===== config.mk =====
export PLATFORM = sky130hd
export DESIGN_NAME = data_mem_arb
export DESIGN_NICKNAME = d
export VERILOG_FILES = /design/src/rtl/data_mem_arb.sv
export SDC_FILE = /design/constraint.sdc
export NUM_CORES = 1
export LEC_CHECK = 0
export ABC_AREA = 1
export CAP_MARGIN = 20
export CORE_MARGIN = 3
export CORE_UTILIZATION = 50
export CTS_BUF_LIST = sky130_fd_sc_hd__clkbuf_4 sky130_fd_sc_hd__clkbuf_8 sky130_fd_sc_hd__clkbuf_16
export DETAILED_ROUTE_END_ITERATION = 10
export GPL_TIMING_DRIVEN = 0
export PLACE_DENSITY = 0.93
export SLEW_MARGIN = 25
export SYNTH_ARGS = -nofsm -noshare
export SYNTH_HDL_FRONTEND = slang
export SYNTH_SLANG_ARGS = --single-unit

===== constraint.sdc =====
create_clock -name clk -period 14.2 [get_ports clk]
set_clock_uncertainty 0.1 [all_clocks]
set_input_delay 2.84 -clock clk [delete_from_list [all_inputs] [get_ports clk]]
set_output_delay 2.84 -clock clk [all_outputs]
set_load 0.02 [all_outputs]

===== src/rtl/data_mem_arb.sv =====
// Two-port round-robin arbiter in front of a word-wide data memory.
// Sub-word stores are turned into a read-modify-write sequence; one transaction in flight.
module data_mem_arb #(
  parameter int unsigned ADDR_WIDTH = 32,
  parameter int unsigned DATA_WIDTH = 32
) (
  input  logic                  clk,
  input  logic                  rst,
  input  logic                  req0_valid,
  output logic                  req0_ready,
  input  logic                  req0_we,
  input  logic [ADDR_WIDTH-1:0] req0_addr,
  input  logic [DATA_WIDTH-1:0] req0_wdata,
  input  logic [3:0]            req0_be,
  input  logic                  req1_valid,
  output logic                  req1_ready,
  input  logic                  req1_we,
  input  logic [ADDR_WIDTH-1:0] req1_addr,
  input  logic [DATA_WIDTH-1:0] req1_wdata,
  input  logic [3:0]            req1_be,
  output logic                  rsp0_valid,
  output logic [DATA_WIDTH-1:0] rsp0_rdata,
  output logic                  rsp1_valid,
  output logic [DATA_WIDTH-1:0] rsp1_rdata,
  output logic                  mem_wen,
  output logic                  mem_ren,
  output logic [ADDR_WIDTH-1:0] mem_addr,
  output logic [DATA_WIDTH-1:0] mem_wdata,
  input  logic [DATA_WIDTH-1:0] mem_rdata,
  output logic                  busy
);

  localparam int unsigned BE_WIDTH    = 4;
  localparam int unsigned WADDR_WIDTH = ADDR_WIDTH - 2;

  typedef enum logic [1:0] {
    IDLE     = 2'd0,
    ACCESS   = 2'd1,
    MERGE_WR = 2'd2,
    RESP     = 2'd3
  } state_t;

  state_t                 state_q;
  logic                   last_grant_q;
  logic                   owner_q;
  logic                   we_q;
  logic [WADDR_WIDTH-1:0] addr_q;
  logic [DATA_WIDTH-1:0]  wdata_q;
  logic [BE_WIDTH-1:0]    be_q;
  logic [DATA_WIDTH-1:0]  rdata_q;
  logic [DATA_WIDTH-1:0]  merged_q;

  logic                   grant;
  logic                   take;
  logic                   sel_we;
  logic [ADDR_WIDTH-1:0]  sel_addr;
  logic [DATA_WIDTH-1:0]  sel_wdata;
  logic [BE_WIDTH-1:0]    sel_be;
  logic                   full_wr;
  logic                   partial_wr;
  logic [DATA_WIDTH-1:0]  merge_c;

  // Round-robin pick: a lone requester wins, contention goes to the port not served last.
  always_comb begin
    grant = 1'b0;
    if (req0_valid && req1_valid) begin
      grant = ~last_grant_q;
    end else begin
      grant = req1_valid;
    end
  end

  // Flops never see rst through take: they are held in reset while it is high.
  assign take       = (state_q == IDLE) && (req0_valid || req1_valid);
  assign req0_ready = take && !grant && !rst;
  assign req1_ready = take && grant && !rst;

  assign sel_we    = grant ? req1_we    : req0_we;
  assign sel_addr  = grant ? req1_addr  : req0_addr;
  assign sel_wdata = grant ? req1_wdata : req0_wdata;
  assign sel_be    = grant ? req1_be    : req0_be;

  assign full_wr    = we_q && (be_q == 4'hF);
  assign partial_wr = we_q && (be_q != 4'h0) && (be_q != 4'hF);

  // Lane merge of new write data over the word currently in memory.
  always_comb begin
    merge_c = mem_rdata;
    for (int i = 0; i < BE_WIDTH; i++) begin
      if (be_q[i]) begin
        merge_c[8*i +: 8] = wdata_q[8*i +: 8];
      end
    end
  end

  // Memory side decodes straight from state so an async reset cancels a pending write.
  assign mem_ren   = (state_q == ACCESS);
  assign mem_wen   = ((state_q == ACCESS) && full_wr) || (state_q == MERGE_WR);
  assign mem_addr  = ((state_q == ACCESS) || (state_q == MERGE_WR)) ? {addr_q, 2'b00}
                                                                    : '0;
  assign mem_wdata = (state_q == MERGE_WR)              ? merged_q :
                     ((state_q == ACCESS) && full_wr)   ? wdata_q  : '0;
  assign busy      = (state_q != IDLE);

  always_ff @(posedge clk or posedge rst) begin
    if (rst) begin
      state_q      <= IDLE;
      last_grant_q <= 1'b1;
      owner_q      <= 1'b0;
      we_q         <= 1'b0;
      addr_q       <= '0;
      wdata_q      <= '0;
      be_q         <= '0;
      rdata_q      <= '0;
      merged_q     <= '0;
      rsp0_valid   <= 1'b0;
      rsp0_rdata   <= '0;
      rsp1_valid   <= 1'b0;
      rsp1_rdata   <= '0;
    end else begin
      rsp0_valid <= 1'b0;
      rsp1_valid <= 1'b0;
      case (state_q)
        IDLE: begin
          if (take) begin
            owner_q      <= grant;
            last_grant_q <= grant;
            we_q         <= sel_we;
            addr_q       <= sel_addr[ADDR_WIDTH-1:2];
            wdata_q      <= sel_wdata;
            be_q         <= sel_be;
            state_q      <= ACCESS;
          end
        end
        ACCESS: begin
          rdata_q <= mem_rdata;
          if (partial_wr) begin
            merged_q <= merge_c;
            state_q  <= MERGE_WR;
          end else begin
            // Response pulse lands in RESP, the cycle after this edge.
            if (owner_q) begin
              rsp1_valid <= 1'b1;
              rsp1_rdata <= mem_rdata;
            end else begin
              rsp0_valid <= 1'b1;
              rsp0_rdata <= mem_rdata;
            end
            state_q <= RESP;
          end
        end
        MERGE_WR: begin
          if (owner_q) begin
            rsp1_valid <= 1'b1;
            rsp1_rdata <= rdata_q;
          end else begin
            rsp0_valid <= 1'b1;
            rsp0_rdata <= rdata_q;
          end
          state_q <= RESP;
        end
        RESP: begin
          state_q <= IDLE;
        end
        default: begin
          state_q <= IDLE;
        end
      endcase
    end
  end

endmodule


Word-level counts from Yosys, hierarchy flattened
Cells that the tools add are included.

word-level totals
  flip-flop bits (word level) = 201
  bits in latches = 0
  bits in writable memories = 0
  ROM bits = 0
  output and inout bits = 135
  word-level logic and storage cells = 77
  memories kept = 0

cells by class
  add/sub/neg operators = 0
  multiply operators = 0
  divide/modulo/power cells = 0
  $lt $le $gt $ge = 0
  eq/ne operators = 11
  shifts and indexed selects = 0
  multiplexer cells = 29
  bitwise operators = 1
  reduce and logical (&&, ||, !) cells = 23

operators by type and width
  operator                                                               count
  32-bit two-way mux                                                     11
  32-bit case mux with 2 select lines                                    2
  8-bit two-way mux                                                      4
  1-bit logical AND                                                      10
  2-bit != test, second input constant                                   5
  2-bit case mux with 4 select lines                                     1
  4-bit AND reduction                                                    2
  1-bit two-way mux                                                      7
  2-bit equality test, second input constant                             2
  4-bit equality test, second input constant                             1
  4-bit two-way mux                                                      1
  4-bit != test, second input constant                                   1
  1-bit case mux with 2 select lines                                     2
  2-bit AND reduction                                                    2
  2-bit nonzero test                                                     2
  4-bit nonzero test                                                     1
  1-bit logical OR                                                       3
  2-bit by 1-bit equality test with 1-bit output, second input constant  1
  1-bit zero test                                                        2
  2-bit zero test                                                        1
  2-bit two-way mux                                                      1
  2-bit by 1-bit != test with 1-bit output, second input constant        1
  1-bit inverter                                                         1

Logic depth before layout (Yosys ltp)
Gate-level depths: netlist of run 1.

  depth after elaboration = 5
  depth in mapped cells = 9
  mapped depth without buffers = 8

Least setup slack after synthesis of run 1
OpenSTA, ideal clock, no wires.

  path type = input port to output port
  start = input req0_valid
  end = output req1_ready
  data arrival time = 3648 ps
  required time = 11260 ps
  slack = 7612 ps
  stages = 6
  path buffers = 1
  cell sequence = nand2_1 nand2_1 nor2_1 buf_4 inv_1 nor2_1

between the ends
  longest elaborated chain between the ends = 4
  elaborated cells between the ends (all ways) = 6
  those cells by class = mux: 1; reduce/logical: 5

ends and longest elaborated chain
  element                                                        line    text
  start, declared                                                9       input logic req0_valid,
  1-bit logical AND / 1-bit logical OR (equally long branches)   66, 74
  1-bit two-way mux / 1-bit logical AND (equally long branches)  66, 74
  1-bit logical AND * (2 in a row)                               76      assign req1_ready = take && grant && !rst;
  end, declared                                                  16      output logic req1_ready,

Mark *: on every way between the ends. The rest lies on a longest branch, timed or not.

Worst setup path after layout of run 1
  start = input req1_valid
  end = output req1_ready

between the ends
  longest elaborated chain between the ends = 4
  elaborated cells between the ends (all ways) = 6
  those cells by class = mux: 1; reduce/logical: 5

ends and longest elaborated chain
  element                                                        line    text
  start, declared                                                15      input logic req1_valid,
  1-bit logical AND / 1-bit logical OR (equally long branches)   66, 74
  1-bit two-way mux / 1-bit logical AND (equally long branches)  66, 74
  1-bit logical AND * (2 in a row)                               76

Marked as above.

==> results of run 1 <==
flip-flops by register name (all words and copies together) (netlist names):
register,cells
merged_q,32
rdata_q,32
rsp0_rdata,32
rsp1_rdata,32
wdata_q,32
addr_q,30
be_q,4
state_q,2
last_grant_q,1
owner_q,1
rsp0_valid,1
rsp1_valid,1
we_q,1
worst min path at each step:
stage                          startpoint                    endpoint  cells after the start
2_1_floorplan    last_grant_q$_DFFE_PP1P_    last_grant_q$_DFFE_PP1P_                      2
3_3_place_gp   rsp1_rdata[17]$_DFFE_PP0P_  rsp1_rdata[17]$_DFFE_PP0P_                      2
3_5_place_dp   rsp1_rdata[13]$_DFFE_PP0P_  rsp1_rdata[13]$_DFFE_PP0P_                      2
4_1_cts          last_grant_q$_DFFE_PP1P_    last_grant_q$_DFFE_PP1P_                      2
5_1_grt          last_grant_q$_DFFE_PP1P_    last_grant_q$_DFFE_PP1P_                      2
6_report         last_grant_q$_DFFE_PP1P_    last_grant_q$_DFFE_PP1P_                      2
worst reg2reg max path, delay by kind of cell, from the launching register on:
kind            cells  cell delay [ns]
simple gates        3             0.45
buf+inv             3             0.69
compound gates      1             0.16
fa+ha+maj           1             0.26
flops               1             0.38
power groups by stage:
stage	clock network, mW	registers (mW)	logic [mW]
finish	0.555	1.05	1.70
CTS	0.559	1.04	1.70
detailed placement	0	1.05	1.68
global placement	0	1.04	1.63
global route	0.581	1.08	1.87
floorplan	0	1.10	0.921
area by class of cell:
class | count | area, um^2 | share of cell area (%)
sequential | 201 | 5030 | 36.8
timing repair buffer | 304 | 3080 | 22.5
tap | 234 | 293 | 2.14
buffer | 83 | 423 | 3.09
clock buffer | 26 | 582 | 4.26
inverter | 75 | 289 | 2.11
multi-input combinational | 921 | 3870 | 28.3
clock inverter | 10 | 103 | 0.750
cell families after synthesis:
logic type               after synthesis
buffers and inverters                158
flip-flops                           201
other                                  1
adder cells (fa/ha/maj)                4
AND/OR/NAND/NOR                      782
AO/OA/AOI/OAI                        133
cell usage after synthesis, drive strengths merged:
| cell type | number | area share [%] |
|---|---|---|
| nand2 | 636 | 25 |
| nand3 | 133 | 6.9 |
| nand4 | 2 | 0.29 |
| buf | 40 | 2.7 |
| nor2 | 10 | 0.57 |
| nor3 | 1 | 0.052 |
| ha | 4 | 0.52 |
| o21ai | 131 | 6.9 |
| inv | 74 | 2.9 |
| clkbuf | 43 | 1.7 |
| dfstp | 1 | 0.27 |
| dfrtp | 200 | 52 |
| conb | 1 | 0.039 |
| a21oi | 2 | 0.10 |
| clkinv | 1 | 0.039 |
per-layer routing:
metal,track usage (%),vias up,wire [um]
met3,5.79,97,2560
li1,-,4661,-
met5,0,-,0
met2,51.3,497,15600
met1,36.2,4676,12000
met4,12.1,0,1410
==> impl_results.md, run 1 <==
- RR Startpoint: state_q[1]$_DFFE_PP0P_
- Least-Margin Pin Slew: 0.634 ns
- Fraction of the cycle the final worst path needs: 54.9%
- Reg clk slew, reported paths: 0.06 ns
- Antenna-violating nets left: 0
- DRC viols: 0
- Largest net degree at the start of global routing: 99
- Area growth from synthesis to layout: 42.3%
- Area after DPL: 0.0130 mm^2
- Initial antenna violation count: 0
- Outcome: finished, final reports clean
- Share of layout cells above drive strength 1: 5.62%
- RR Endpoint: wdata_q[0]$_DFFE_PP0P_
- H-tree levels: 1
- Commonest non-fill, non-tap cell in the layout: nand2_1
- Final hold viol count: 0
- Clock power frac: 16.8%
- Mux contribution to synthesized area: 0%
- Yosys cell types: 24
- CP arrival: 4.86 ns
- Levels on crit path: 7
- Max stage delay on crit path: 0.63 ns
- Post-Syn Area: 0.00961 mm^2
- First-pass GRT wire length: 49.1 mm
- Finished Layout Cells: 1854
- CP Capture Type: output pin
- Max Cap Violations: 0
- Leakage: 6.71 nW
- Type of the tightest min-delay check: reg2reg
- Clk sinks: 201
- Nets@finish: 1785
- CTS tree: yes
- Comb power frac: 51.3%
- Setup bufs post-CTS: 0
- CTS resizes: 0
- Rows: 50
- Pwr dens: 241 mW/mm^2
- Total GRT Usage: 29.6%
- Ant diodes: 0
- Crit Path Max Fanout: 10
- P_sw: 1.44 mW
- GP Congestion: 0.946
- Post-synthesis xor/xnor area fraction: 0%
- Fraction of the mapped netlist area in adder cells: 0.521%
- Root Driver: clkbuf_16
- Crit path buf inv count: 4
- Crit start category: primary input
- Cell family contributing the most delay on the critical path: buffers and inverters
- Simple-gate share of the synthesized area: 32.8%
- Max-Slew Margin vs Limit: 57.7%
- Reg power frac: 31.8%
- DRT iter0 DRCs: 777
- IO Count: 309
- Setup repair after global routing missed its margin: false
- Critical path required time: 11.26 ns
- Setup TNS: 0 ns
- Post-DP HPWL: 23.9 mm
- Fin util: 72.9%
- Routed WL: 31.6 mm
- Final instance area: 0.0137 mm^2
- Peak Freq: 128 MHz
- Fill cells: 1384
- Placed Cells: 1818
- Max Buffers Root-to-Sink: 3
- Tmin final: 7.80 ns
- Crit path cell chain: clkdlybuf4s50_1, nand2_1, nor2_1, buf_4, inv_1, nor2_1, clkdlybuf4s50_1
- Cells after Synth: 1279
- Setup ws final: 6.40 ns
- Slowest-stage cell, CP: clkdlybuf4s50_1
- DR vias: 9931
- Setup-failing EPs final: 0
- Post-DR wirelength/cell: 17.0 um
- Register-to-Register Setup Slack: 12.09 ns
- Die W: 145 um
- P_int: 1.86 mW
- Drt first pass iters: 5
- Max-slew violations: 0
- Crit Path Class: in2out
- Post-synthesis sequential area ratio: 52.4%
- Clock Latency Late Sink: 0.49 ns
- Starting density of the core: 51.2%
- Number of global-route vias before repair: 9728
- #FFs+latches synth: 201
- Most frequent cells in the layout: nand2_1, clkdlybuf4s50_1, dfrtp_1
- Compound-Gate Fraction of Synth Area: 6.97%
- Inserted Clock Buffers: 21
- Main combinational cell family by area after synthesis: simple AND/OR/NAND/NOR gates
- Crit. Startpoint: req1_valid
- Dpl ws: 6.36 ns
- Synthesis Warnings: 0
- Core area: 0.0188 mm^2
- GRT overflow: 0
- Synthesized area per cell: 7.51 um^2
- CTS Hold Buffers Added: 0
- R2R depth: 8
- Die Y: 145 um
- Avg Vias per Cell: 5.36
- Switching share of power: 43.6%
- Full die area: 0.0209 mm^2
- PortBufs: 302
- Peak supply drop: 164 uV
- Hold slack: 0.374 ns
- Design Power: 3.30 mW
- Crit path capture: req1_ready
No activity file was read; power rests on OpenSTA's default activity.
==> inputs of run 2 (changes only) <==
Settings changed: CORE_UTILIZATION 50 to 42, PLACE_DENSITY 0.93 to 0.84.
Clock period 14.2 ns to 6.89 ns, I/O delays scaled along.
==> impl_results.md, run 2 (synthesis gave the netlist of run 1 again) <==
- RR Startpoint: state_q[1]$_DFFE_PP0P_
- PortBufs: 302
- Pwr dens: 495 mW/mm^2
- Routed WL: 32.2 mm
- Max Cap Violations: 0
- Ant diodes: 0
- Critical path required time: 5.41 ns
- Clock power frac: 17.7%
- Dpl ws: 2.08 ns
- DRT iter0 DRCs: 603
- Clock Latency Late Sink: 0.50 ns
- Nets@finish: 1791
- Avg Vias per Cell: 5.13
- CTS resizes: 0
- Die W: 157 um
- Root Driver: clkbuf_16
- DRC viols: 0
- Crit Path Class: in2out
- Rows: 54
- R2R depth: 8
- DR vias: 9786
- Cell family contributing the most delay on the critical path: buffers and inverters
- Least-Margin Pin Slew: 0.612 ns
- Area growth from synthesis to layout: 44.6%
- Design Power: 6.88 mW
- Die Y: 157 um
- Fraction of the cycle the final worst path needs: 69.8%
- First-pass GRT wire length: 51.2 mm
- Setup TNS: 0 ns
- Fill cells: 1904
- Core area: 0.0222 mm^2
- Setup-failing EPs final: 0
- Reg clk slew, reported paths: 0.06 ns
- Commonest non-fill, non-tap cell in the layout: nand2_1
- Share of layout cells above drive strength 1: 6.08%
- Most Frequent Cell on Critical Path: clkdlybuf4s50_1
- Crit Path Max Fanout: 10
- GP Congestion: 0.858
- Finished Layout Cells: 1908
- Setup bufs post-CTS: 0
- RR Endpoint: wdata_q[13]$_DFFE_PP0P_
- Most frequent cells in the layout: nand2_1, clkdlybuf4s50_1, dfrtp_1
- Worst min-delay path startpoint: rsp1_rdata[26]$_DFFE_PP0P_
- Register-to-Register Setup Slack: 4.78 ns
- Hold slack: 0.371 ns
- Placed Cells: 1869
- Crit path cell chain: clkdlybuf4s50_1, o21ai_2, clkbuf_1, nor3_1, clkdlybuf4s50_1
- Leakage: 6.79 nW
- Clk sinks: 201
- Slowest-stage cell, CP: clkdlybuf4s50_1
- Full die area: 0.0247 mm^2
- Switching share of power: 43.1%
- P_int: 3.91 mW
- Max-Slew Margin vs Limit: 59.2%
- Comb power frac: 50.8%
- Drt first pass iters: 6
- Post-DR wirelength/cell: 16.9 um
- Final hold viol count: 0
- Post-DP HPWL: 25.0 mm
- Inserted Clock Buffers: 22
- Max Buffers Root-to-Sink: 3
- Total GRT Usage: 25.8%
- Peak Freq: 208 MHz
- Tmin final: 4.81 ns
- Crit path buf inv count: 3
- Number of global-route vias before repair: 9692
- WHS Path Cells: 2
- Max-slew violations: 0
- Area after DPL: 0.0131 mm^2
- Crit start category: primary input
- Type of the tightest min-delay check: reg2reg
- GRT overflow: 0
- Starting density of the core: 43.3%
- CP Capture Type: output pin
- Max stage delay on crit path: 0.58 ns
- CP arrival: 3.33 ns
- Setup ws final: 2.08 ns
- Initial antenna violation count: 0
- Outcome: finished, final reports clean
- Setup repair after global routing missed its margin: false
- CTS Hold Buffers Added: 0
- Final instance area: 0.0139 mm^2
- Fin util: 62.7%
- CTS tree: yes
- Peak supply drop: 267 uV
- H-tree levels: 1
- Antenna-violating nets left: 0
- Reg power frac: 31.5%
- Largest net degree at the start of global routing: 34
- IO Count: 309
- WHS Endpoint: rsp1_rdata[26]$_DFFE_PP0P_
- P_sw: 2.96 mW
## run 2: worst register-to-register path, delay by kind of cell (launching register included)
kind,cells,cell delay [ns]
AND/OR/NAND/NOR,3,0.38
AO/OA/AOI/OAI,1,0.17
flip-flops,1,0.38
buffers and inverters,3,0.73
adder cells (fa/ha/maj),1,0.29
## run 2: power groups by stage
stage	sequential (mW)	combinational [mW]	clock, mW
after global routing	2.22	3.86	1.28
after global placement	2.15	3.39	0
after detailed placement	2.16	3.50	0
final	2.17	3.50	1.22
after floorplan	2.27	1.90	0
after CTS	2.16	3.52	1.23
## run 2: worst max-delay path by stage
stage,startpoint,slack (ns),cells after the start,to
6_report,req0_valid,2.08,5,req0_ready
2_1_floorplan,rst,2.81,1,addr_q[0]$_DFFE_PP0P_
3_5_place_dp,req1_valid,2.08,5,req0_ready
3_3_place_gp,rst,1.15,2,rsp1_rdata[26]$_DFFE_PP0P_
4_1_cts,req0_valid,2.06,5,req0_ready
5_1_grt,req1_valid,1.93,5,req0_ready
## run 2: per-layer routing
| layer | track usage [%] | up-vias | part of all wire (%) |
|---|---|---|---|
| met4 | 6.98 | 0 | 2.7 |
| met5 | 0 | - | 0 |
| met1 | 32.6 | 4626 | 40 |
| met3 | 5.36 | 53 | 7.6 |
| li1 | - | 4668 | - |
| met2 | 45.1 | 439 | 50 |
## run 2: cell type report
type	count	area, um^2	area share (%)
Buffer	83	423	3.04
Clock inverter	5	52.6	0.378
Multi-Input combinational cell	921	3870	27.9
Inverter	75	285	2.05
Sequential cell	201	5030	36.2
Clock buffer	34	708	5.10
Tap cell	280	350	2.52
Timing Repair Buffer	309	3170	22.8
==> inputs of run 3 (changes only) <==
Clock period 6.89 ns to 4.2 ns, I/O delays scaled along.
==> impl_results.md, run 3 (synthesis gave the netlist of run 1 again) <==
- Setup-failing EPs final: 0
- CP arrival: 3.13 ns
- Max-slew violations: 0
- Starting density of the core: 43.3%
- Crit Path Class: reg2out
- Multi-input gate area: 0.00388 mm^2
- Post-DR wirelength/cell: 16.9 um
- Initial antenna violation count: 0
- Die W: 157 um
- Total GRT Usage: 25.8%
- Core area: 0.0222 mm^2
- Routed WL: 32.2 mm
- DRT iter0 DRCs: 603
- Peak supply drop: 437 uV
- Largest net degree at the start of global routing: 34
- Peak Freq: 245 MHz
- DR vias: 9781
- Setup TNS: 0 ns
- Setup repair after global routing missed its margin: false
- Crit path buf inv count: 3
- Crit Path Max Fanout: 10
- Levels on crit path: 6
- DRC viols: 0
- CP Capture Type: output pin
- R2R depth: 8
- Pwr dens: 811 mW/mm^2
- Clk sinks: 201
- Max stage delay on crit path: 0.69 ns
- Least-Margin Pin Slew: 0.614 ns
- Tmin final: 4.07 ns
- Most frequent cells in the layout: nand2_1, clkdlybuf4s50_1, dfrtp_1
- Die Y: 157 um
- Register-to-Register Setup Slack: 2.09 ns
- Share of layout cells above drive strength 1: 6.14%
- H-tree levels: 1
- Number of global-route vias before repair: 9692
- Leakage: 6.78 nW
- RR Startpoint: state_q[1]$_DFFE_PP0P_
- Ant diodes: 0
- Max Buffers Root-to-Sink: 3
- Type of the tightest min-delay check: reg2reg
- Root Driver: clkbuf_16
- Final hold viol count: 0
- GP Congestion: 0.858
- CTS tree: yes
- Cell family contributing the most delay on the critical path: buffers and inverters
- Nets@finish: 1791
- Crit start category: register
- Critical path required time: 3.26 ns
- IO Count: 309
- Crit path cell chain: inv_1, ha_2, nand4_1, clkbuf_1, o21ai_0, clkdlybuf4s50_1
- Crit. Startpoint: state_q[1]$_DFFE_PP0P_
- Crit path capture: mem_wdata[18]
- Inserted Clock Buffers: 22
- Slowest-stage cell, CP: clkdlybuf4s50_1
- First-pass GRT wire length: 51.2 mm
- Drt first pass iters: 6
- Clock Latency Late Sink: 0.50 ns
- GRT overflow: 0
- Avg Vias per Cell: 5.13
- Full die area: 0.0247 mm^2
- Area growth from synthesis to layout: 44.7%
- PortBufs: 302
- Rows: 54
- Reg clk slew, reported paths: 0.06 ns
- Design Power: 11.3 mW
- Max-Slew Margin vs Limit: 59.1%
- Outcome: finished, final reports clean
- Fill cells: 1904
- Max Cap Violations: 0
- Antenna-violating nets left: 0
- Fraction of the cycle the final worst path needs: 97.0%
- Post-DP HPWL: 25.0 mm
- RR Endpoint: wdata_q[13]$_DFFE_PP0P_
- Register Area: 0.00503 mm^2
- Commonest non-fill, non-tap cell in the layout: nand2_1
[run 3: cell counts in the layout (fill, tap and decap cells not counted)]
Identical to the previous run, type by type.
[run 3: area by class of cell]
class                   count  area share (%)
inverters                  75            2.05
clock inverters             5           0.378
plain buffers              83            3.04
well taps                 280            2.52
multi-input cells         921            27.9
repair buffers            309            22.8
clock buffers              34            5.10
flip-flops and latches    201            36.2
[run 3: worst register-to-register path: stages, from the launching register on]
cell     delay [ns]
dfrtp_1        0.38
inv_1          0.15
ha_1           0.29
o21ai_2        0.17
nor2_2         0.22
buf_2          0.28
buf_2          0.30
nand2_1        0.09
nand3_1        0.07
[run 3: per-layer routing]
layer | part of all wire (%) | global-route usage, %
met5 | 0 | 0
met4 | 2.7 | 6.98
met3 | 7.5 | 5.36
met2 | 50 | 45.1
met1 | 40 | 32.6
[run 3: what timing repair did]
action	4_1_cts	5_1_grt
setup buffers	0	0
endpoints found under the setup margin	0	5
gates resized for setup	0	1
hold buffers	0	0
[run 3: report_power, final]
| group | leakage (nW) | total (mW) | internal, mW | switching (mW) |
|---|---|---|---|---|
| combinational | 3.92 | 5.73 | 2.30 | 3.44 |
| sequential | 2.48 | 3.55 | 2.91 | 0.642 |
| clock | 0.381 | 1.99 | 1.22 | 0.774 |
| total | 6.78 | 11.3 | 6.42 | 4.85 |
[run 3: how the worst min path moves through the flow]
stage | from | endpoint | slack (ns) | cells past startpoint
after floorplan | last_grant_q$_DFFE_PP1P_ | last_grant_q$_DFFE_PP1P_ | 0.35 | 2
after global placement | rsp1_rdata[8]$_DFFE_PP0P_ | rsp1_rdata[8]$_DFFE_PP0P_ | 0.36 | 2
after detailed placement | rsp0_rdata[7]$_DFFE_PP0P_ | rsp0_rdata[7]$_DFFE_PP0P_ | 0.36 | 2
after CTS | rsp0_rdata[15]$_DFFE_PP0P_ | rsp0_rdata[15]$_DFFE_PP0P_ | 0.38 | 2
after global routing | rsp0_rdata[15]$_DFFE_PP0P_ | rsp0_rdata[15]$_DFFE_PP0P_ | 0.39 | 2
final | rsp1_rdata[26]$_DFFE_PP0P_ | rsp1_rdata[26]$_DFFE_PP0P_ | 0.37 | 2
[run 3: stage by stage]
stage          utilization, %  cell area [um^2]  worst slack [ns]  cells  hold slack (ns)
3_3_place_gp             58.6             13000             -1.01   1862            0.357
4_1_cts                  62.7             13900            0.0544   1908            0.375
6_report                 62.7             13900             0.127   1908            0.371
3_5_place_dp             59.3             13100             0.469   1869            0.361
5_1_grt                  62.7             13900           0.00771   1908            0.392
2_1_floorplan               -              9610             0.658   1280            0.348
